[src/rtl/regfile_pkg.sv]
// rtl/regfile_pkg.sv - shared constants and state encoding for the register-file write scheduler
package regfile_pkg;

    localparam int ADDR_W   = 5;
    localparam int DATA_W   = 32;
    localparam int NUM_REGS = 32;

    localparam logic [DATA_W-1:0] CLEAR_VALUE = 32'h0000_0000;

    // Last register index touched by the bulk clear; register 0 is never written
    localparam logic [ADDR_W-1:0] CLEAR_LAST_IDX = ADDR_W'(NUM_REGS - 1);

    typedef enum logic {
        ST_ARB   = 1'b0,
        ST_CLEAR = 1'b1
    } sched_state_t;

endpackage

[src/rtl/rf_write_scheduler_if.sv]
// rtl/rf_write_scheduler_if.sv - writeback request handshakes and register-file write port bundle
interface rf_write_scheduler_if;
    import regfile_pkg::*;

    logic              req0_valid;
    logic [ADDR_W-1:0] req0_reg;
    logic [DATA_W-1:0] req0_data;
    logic              req0_ready;

    logic              req1_valid;
    logic [ADDR_W-1:0] req1_reg;
    logic [DATA_W-1:0] req1_data;
    logic              req1_ready;

    logic              rf_reg_write;
    logic [ADDR_W-1:0] rf_write_register;
    logic [DATA_W-1:0] rf_write_data;

    // Writeback side: drives requests, observes readies and the register-file port
    modport master (
        output req0_valid, req0_reg, req0_data,
        input  req0_ready,
        output req1_valid, req1_reg, req1_data,
        input  req1_ready,
        input  rf_reg_write, rf_write_register, rf_write_data
    );

    // Scheduler side
    modport slave (
        input  req0_valid, req0_reg, req0_data,
        output req0_ready,
        input  req1_valid, req1_reg, req1_data,
        output req1_ready,
        output rf_reg_write, rf_write_register, rf_write_data
    );

endinterface

[src/rtl/rr_arbiter2.sv]
// rtl/rr_arbiter2.sv - two-way round-robin grant, purely combinational
module rr_arbiter2 (
    input  logic       i_valid0,
    input  logic       i_valid1,
    input  logic       i_enable,
    input  logic       i_last_grant,
    output logic [1:0] o_grant
);

    // A lone requester always wins; on a conflict the one not granted last time wins
    always_comb begin
        o_grant = 2'b00;
        if (i_enable) begin
            if (i_valid0 && (!i_valid1 || i_last_grant)) begin
                o_grant = 2'b01;
            end else if (i_valid1) begin
                o_grant = 2'b10;
            end
        end
    end

endmodule

[src/rtl/rf_write_scheduler.sv]
// rtl/rf_write_scheduler.sv - shares the register-file write port between ALU and load writeback, plus bulk clear
module rf_write_scheduler
    import regfile_pkg::*;
(
    input  logic                 i_clk,
    input  logic                 i_rst_n,
    input  logic                 i_clear_start,
    output logic                 o_clear_busy,
    output logic                 o_last_grant,
    rf_write_scheduler_if.slave  bus
);

    sched_state_t      r_state;
    logic [ADDR_W-1:0] r_idx;
    logic              r_clear_busy;
    logic              r_last_grant;
    logic              r_rf_reg_write;
    logic [ADDR_W-1:0] r_rf_write_register;
    logic [DATA_W-1:0] r_rf_write_data;

    logic              w_arb_enable;
    logic [1:0]        w_grant;

    // A clear request takes the cycle it arrives in, so no writeback is accepted then
    assign w_arb_enable = (r_state == ST_ARB) && !i_clear_start;

    rr_arbiter2 u_arb (
        .i_valid0     (bus.req0_valid),
        .i_valid1     (bus.req1_valid),
        .i_enable     (w_arb_enable),
        .i_last_grant (r_last_grant),
        .o_grant      (w_grant)
    );

    assign bus.req0_ready        = w_grant[0];
    assign bus.req1_ready        = w_grant[1];
    assign bus.rf_reg_write      = r_rf_reg_write;
    assign bus.rf_write_register = r_rf_write_register;
    assign bus.rf_write_data     = r_rf_write_data;
    assign o_clear_busy          = r_clear_busy;
    assign o_last_grant          = r_last_grant;

    // FSM: arbitration or clear walk, with registered register-file outputs
    always_ff @(posedge i_clk or negedge i_rst_n) begin
        if (!i_rst_n) begin
            r_state             <= ST_ARB;
            r_idx               <= '0;
            r_clear_busy        <= 1'b0;
            r_last_grant        <= 1'b1;
            r_rf_reg_write      <= 1'b0;
            r_rf_write_register <= '0;
            r_rf_write_data     <= '0;
        end else begin
            case (r_state)
                ST_ARB: begin
                    r_rf_reg_write <= 1'b0;
                    if (i_clear_start) begin
                        r_state      <= ST_CLEAR;
                        r_idx        <= ADDR_W'(1);
                        r_clear_busy <= 1'b1;
                    end else if (w_grant[0]) begin
                        r_last_grant <= 1'b0;
                        // Writes to register 0 are accepted but never reach the file
                        if (bus.req0_reg != '0) begin
                            r_rf_reg_write      <= 1'b1;
                            r_rf_write_register <= bus.req0_reg;
                            r_rf_write_data     <= bus.req0_data;
                        end
                    end else if (w_grant[1]) begin
                        r_last_grant <= 1'b1;
                        if (bus.req1_reg != '0) begin
                            r_rf_reg_write      <= 1'b1;
                            r_rf_write_register <= bus.req1_reg;
                            r_rf_write_data     <= bus.req1_data;
                        end
                    end
                end
                ST_CLEAR: begin
                    r_rf_reg_write      <= 1'b1;
                    r_rf_write_register <= r_idx;
                    r_rf_write_data     <= CLEAR_VALUE;
                    if (r_idx == CLEAR_LAST_IDX) begin
                        r_state      <= ST_ARB;
                        r_clear_busy <= 1'b0;
                    end else begin
                        r_idx <= r_idx + ADDR_W'(1);
                    end
                end
                default: begin
                    r_state <= ST_ARB;
                end
            endcase
        end
    end

endmodule

[src/flat_wrapper.sv]
// flat-port wrapper written by rule: the top's interface ports become plain ports
module rf_write_scheduler_flat import regfile_pkg::*;
  (i_clk, i_rst_n, i_clear_start, o_clear_busy, o_last_grant, bus_req0_valid, bus_req0_reg, bus_req0_data, bus_req0_ready, bus_req1_valid, bus_req1_reg, bus_req1_data, bus_req1_ready, bus_rf_reg_write, bus_rf_write_register, bus_rf_write_data);
  rf_write_scheduler_if bus_i ();
  input  logic i_clk;
  input  logic i_rst_n;
  input  logic i_clear_start;
  output logic o_clear_busy;
  output logic o_last_grant;
  input wire logic [$bits(bus_i.req0_valid)-1:0] bus_req0_valid;
  input wire logic [$bits(bus_i.req0_reg)-1:0] bus_req0_reg;
  input wire logic [$bits(bus_i.req0_data)-1:0] bus_req0_data;
  output wire logic [$bits(bus_i.req0_ready)-1:0] bus_req0_ready;
  input wire logic [$bits(bus_i.req1_valid)-1:0] bus_req1_valid;
  input wire logic [$bits(bus_i.req1_reg)-1:0] bus_req1_reg;
  input wire logic [$bits(bus_i.req1_data)-1:0] bus_req1_data;
  output wire logic [$bits(bus_i.req1_ready)-1:0] bus_req1_ready;
  output wire logic [$bits(bus_i.rf_reg_write)-1:0] bus_rf_reg_write;
  output wire logic [$bits(bus_i.rf_write_register)-1:0] bus_rf_write_register;
  output wire logic [$bits(bus_i.rf_write_data)-1:0] bus_rf_write_data;
  assign bus_i.req0_valid = bus_req0_valid;
  assign bus_i.req0_reg = bus_req0_reg;
  assign bus_i.req0_data = bus_req0_data;
  assign bus_req0_ready = bus_i.req0_ready;
  assign bus_i.req1_valid = bus_req1_valid;
  assign bus_i.req1_reg = bus_req1_reg;
  assign bus_i.req1_data = bus_req1_data;
  assign bus_req1_ready = bus_i.req1_ready;
  assign bus_rf_reg_write = bus_i.rf_reg_write;
  assign bus_rf_write_register = bus_i.rf_write_register;
  assign bus_rf_write_data = bus_i.rf_write_data;
  rf_write_scheduler u_core (.i_clk(i_clk), .i_rst_n(i_rst_n), .i_clear_start(i_clear_start), .o_clear_busy(o_clear_busy), .o_last_grant(o_last_grant), .bus(bus_i));
endmodule
[config.mk]
export PLATFORM = sky130hd
export DESIGN_NAME = rf_write_scheduler_flat
export DESIGN_NICKNAME = d
export VERILOG_FILES = /design/src/rtl/regfile_pkg.sv /design/src/rtl/rf_write_scheduler_if.sv /design/src/rtl/rr_arbiter2.sv /design/src/rtl/rf_write_scheduler.sv /design/src/flat_wrapper.sv
export SDC_FILE = /design/constraint.sdc
export NUM_CORES = 1
export LEC_CHECK = 0
export ABC_CLOCK_PERIOD_IN_PS = 3860
export CORE_MARGIN = 2
export CORE_UTILIZATION = 32
export DETAILED_ROUTE_END_ITERATION = 12
export GPL_TIMING_DRIVEN = 0
export PLACE_DENSITY = 0.7
export SLEW_MARGIN = 20
export SYNTH_ARGS = -nofsm -noshare
export SYNTH_HDL_FRONTEND = slang
export SYNTH_SLANG_ARGS = --single-unit
[constraint.sdc]
create_clock -name i_clk -period 3.86 [get_ports i_clk]
set_clock_uncertainty 0.15 [all_clocks]
set_input_delay 0.772 -clock i_clk [delete_from_list [all_inputs] [get_ports i_clk]]
set_output_delay 0.772 -clock i_clk [all_outputs]
set_load 0.05 [all_outputs]
==> flow_summary.toml <==
[timing]
finalMaxSlewViolations = 0
fmax_mhz = 274
min_period_ps = 3640
tightest_slew_ps = 584
fin_crit_sh_pct = 94.4
fin_ws_ps = 215
hold_ws_ps = 314
slew-limit-headroom_pct = 61.1
finalHoldViolCount = 0
setup_viol = 0
rsz0062_at_grt = "false"

[detailed_routing]
wl_per_cell_microns = 16.8
vias_per_cell = 5.04
antenna_left = 0
via_count = 2340
first_pass_iters = 4
remaining_drc_errors = 0
drt_first_iter_violations = 68
routed_wl_microns = 7780

[clocking]
cts_tree = "yes"
h-tree-depth = 2
clkLatencyLatePin_ps = 290
clkTransAtPathRegs_ps = 90
ctsRootBufferMaster = "clkbuf_8"
numClockSinks = 46
cts_setup_buffers = 0
cts_made_buffers = 5
clockBufferDepth = 2

[logic_synthesis]
yosysUniqueCellTypes = 37
syn_area_sq_um = 2680
syn-num-nets = 313
yosysWarnings = 0
synth-seq-area-share_pct = 43.1
ys_ff_latch = 46
synth_area_per_cell_sq_um = 11.5
postSynthCellCount = 232

[run]
max_cap_viol_count = 0

[grt]
grt_max_degree = 25
grt_pass1_vias = 2343
overflow = 0
grt_antenna_before_repair = 0
grt_pass1_wl_microns = 12100
grt_usage_pct = 17.0

[die]
std_cell_rows = 33
die_area_sq_um = 9110
dieHeight_microns = 95.5
io_pins = 121
core-area_sq_um = 8180
initial_core_util_pct = 32.7
die_w_microns = 95.5

[place]
port_buffers = 119
place_worst_setup_slack_ps = -68.2
place.gp.congestion = 0.825
dp_cells = 457
hpwl_microns = 5850

[power]
peakVddDrop_mv = 0.176
finalPower_w = 0.00209
total_leakage_power_nw = 1.76
powerDensity_nw_per_um2 = 509

[final_layout]
diodes = 0
fin_cells = 464
final_layout_size_suffix_gt1_share_pct = 25.6
area_growth_pct = 53.2
nets = 439
final_util_pct = 50.2

[setup_path]
end_kind = "output port"
crit_family = "buffers and inverters"
criticalPathCategory = "in -> out"
slowest_stage = "clkdlybuf4s50_1"
worstPathRequired_ps = 2940
critical_path_peak_fanout = 19
crit_path_start_kind = "primary input"
worstPathArrival_ps = 2720
worstPathCellList = "clkdlybuf4s50_1, nand2b_1, nand3_1, buf_2, inv_1, clkdlybuf4s50_1"
worst_path_largest_cell_delay_ps = 700
cp_num_buf_inv = 4
cp_common_cell = "clkdlybuf4s50_1"

[run_status]
status = "completed"

[hold_path]
hold_class = "in -> async"
-- sequential cells by signal (all words and copies together), names as in the netlist --
register,flops
u_core.r_state,1
u_core.o_clear_busy,1
u_core.r_idx,5
u_core.bus.rf_reg_write,1
u_core.bus.rf_write_register,5
u_core.o_last_grant,1
u_core.bus.rf_write_data,32
-- where the power goes --
group          internal [W]  switching (W)
sequential         0.000600      0.0000804
combinational      0.000485       0.000613
clock              0.000145       0.000164
-- worst paths after layout --
kind	startpoint	cells past startpoint	to	slack (ps)
worst min-delay path	i_rst_n	1	u_core.bus.rf_write_data[28]$_DFFE_PN0P_	310
worst max register to register	u_core.r_state$_DFF_PN0_	7	u_core.bus.rf_write_data[22]$_DFFE_PN0P_	1530
worst max-delay path	bus_req1_valid	6	bus_req0_ready	220
min in group i_clk	u_core.bus.rf_write_data[19]$_DFFE_PN0P_	1	u_core.bus.rf_write_data[19]$_DFFE_PN0P_	360
max in group asynchronous	i_rst_n	2	u_core.bus.rf_write_data[11]$_DFFE_PN0P_	2700
worst min register to register	u_core.bus.rf_write_data[19]$_DFFE_PN0P_	1	u_core.bus.rf_write_data[19]$_DFFE_PN0P_	360
-- placed cells by master (no fill, tap or decap), types with 2 or more instances in the layout --
cell / synthesis / layout
nor2_1: 7 / 7
mux2_2: 19 / 19
buf_6: 4 / 4
mux2_4: 19 / 19
dfrtp_1: 45 / 45
ha_1: 2 / 2
nor4_1: 5 / 5
buf_2: 6 / 7
nor2b_1: 3 / 3
a21oi_1: 3 / 3
xnor2_1: 2 / 2
o31ai_1: 3 / 3
nand2_1: 5 / 5
nor3b_1: 32 / 32
a31o_2: 32 / 32
clkdlybuf4s50_1: 0 / 118
inv_1: 7 / 7
clkbuf_8: 0 / 6
nor3_1: 2 / 2
clkbuf_1: 13 / 13
a221oi_1: 5 / 5
-- stage by stage --
stage          instance area [sq um]  TNS, ps
5_1_grt                         4100        0
4_1_cts                         4100        0
3_3_place_gp                    4000    -50.3
6_report                        4100        0
3_5_place_dp                    4010    -68.2
2_1_floorplan                   2680        0
-- worst reg2reg max path: cells and delay by family (launching register included) --
| kind | cells | cell delay, ps |
|---|---|---|
| AO/OA/AOI/OAI | 1 | 310 |
| buffers and inverters | 3 | 740 |
| flip-flops | 1 | 370 |
| multiplexers | 1 | 250 |
| AND/OR/NAND/NOR | 2 | 400 |
-- kinds of logic (layout without fill, tap and decap cells) --
kind of cell / count (synthesis) / count (layout) / share of synthesized area [%]
mux: 39 / 39 / 19.0
buf+inv: 32 / 159 / 5.89
simple gates: 62 / 62 / 15.1
fa+ha+maj: 2 / 2 / 0.935
compound gates: 48 / 48 / 15.0
xor+xnor: 3 / 3 / 0.982
flops: 46 / 46 / 43.1
-- cell type report --
class	count	area, sq um
well taps	105	131
clock buffers	7	86.3
inverters	8	30.0
multi-input cells	154	1370
fillers	755	4070
flip-flops and latches	46	1150
plain buffers	23	124
repair buffers	120	1210
clock inverters	1	5.00
-- what timing repair did --
item,4_1_cts,5_1_grt
endpoints found under the setup margin,1,0
gates resized for setup,0,0
hold buffers,0,0
-- metal layers --
layer / share of wire (%) / track usage (%)
met1: 43 / 22.5
met2: 49 / 28.5
met3: 6.8 / 4.19
met4: 0.49 / 3.21
met5: 0 / 0
-- synth_stat cells --
| cell type | count | share of area, % |
|---|---|---|
| inv_1 | 7 | 0.98 |
| nor2_1 | 7 | 0.98 |
| a221oi_1 | 5 | 1.6 |
| or4_1 | 1 | 0.28 |
| buf_2 | 6 | 1.1 |
| nor2_2 | 1 | 0.23 |
| o22ai_1 | 1 | 0.23 |
| clkbuf_1 | 13 | 1.8 |
| o31ai_1 | 3 | 0.84 |
| a21oi_1 | 3 | 0.56 |
| mux2i_1 | 1 | 0.37 |
| clkinv_1 | 1 | 0.14 |
| buf_1 | 1 | 0.14 |
| or3b_1 | 1 | 0.33 |
| a22o_1 | 1 | 0.33 |
| and4b_1 | 1 | 0.37 |
| ha_1 | 2 | 0.93 |
| mux2_2 | 19 | 8.0 |
| nor4_1 | 5 | 1.2 |
| nand3_1 | 1 | 0.19 |
| nor3b_1 | 32 | 9.0 |
| nand2b_1 | 1 | 0.23 |
| o21ai_0 | 1 | 0.19 |
| and3_1 | 1 | 0.23 |
| nor2b_1 | 3 | 0.70 |
| nand4b_1 | 1 | 0.33 |
| xor2_1 | 1 | 0.33 |
| dfrtp_1 | 45 | 42 |
| nor3_1 | 2 | 0.37 |
| a31o_2 | 32 | 10 |
| nand2_1 | 5 | 0.70 |
| o21ai_1 | 1 | 0.19 |
| buf_6 | 4 | 1.7 |
| xnor2_1 | 2 | 0.65 |
| dfstp_2 | 1 | 0.98 |
| mux2_4 | 19 | 11 |
| a311oi_2 | 1 | 0.56 |
(Power assumes the default switching activity.)
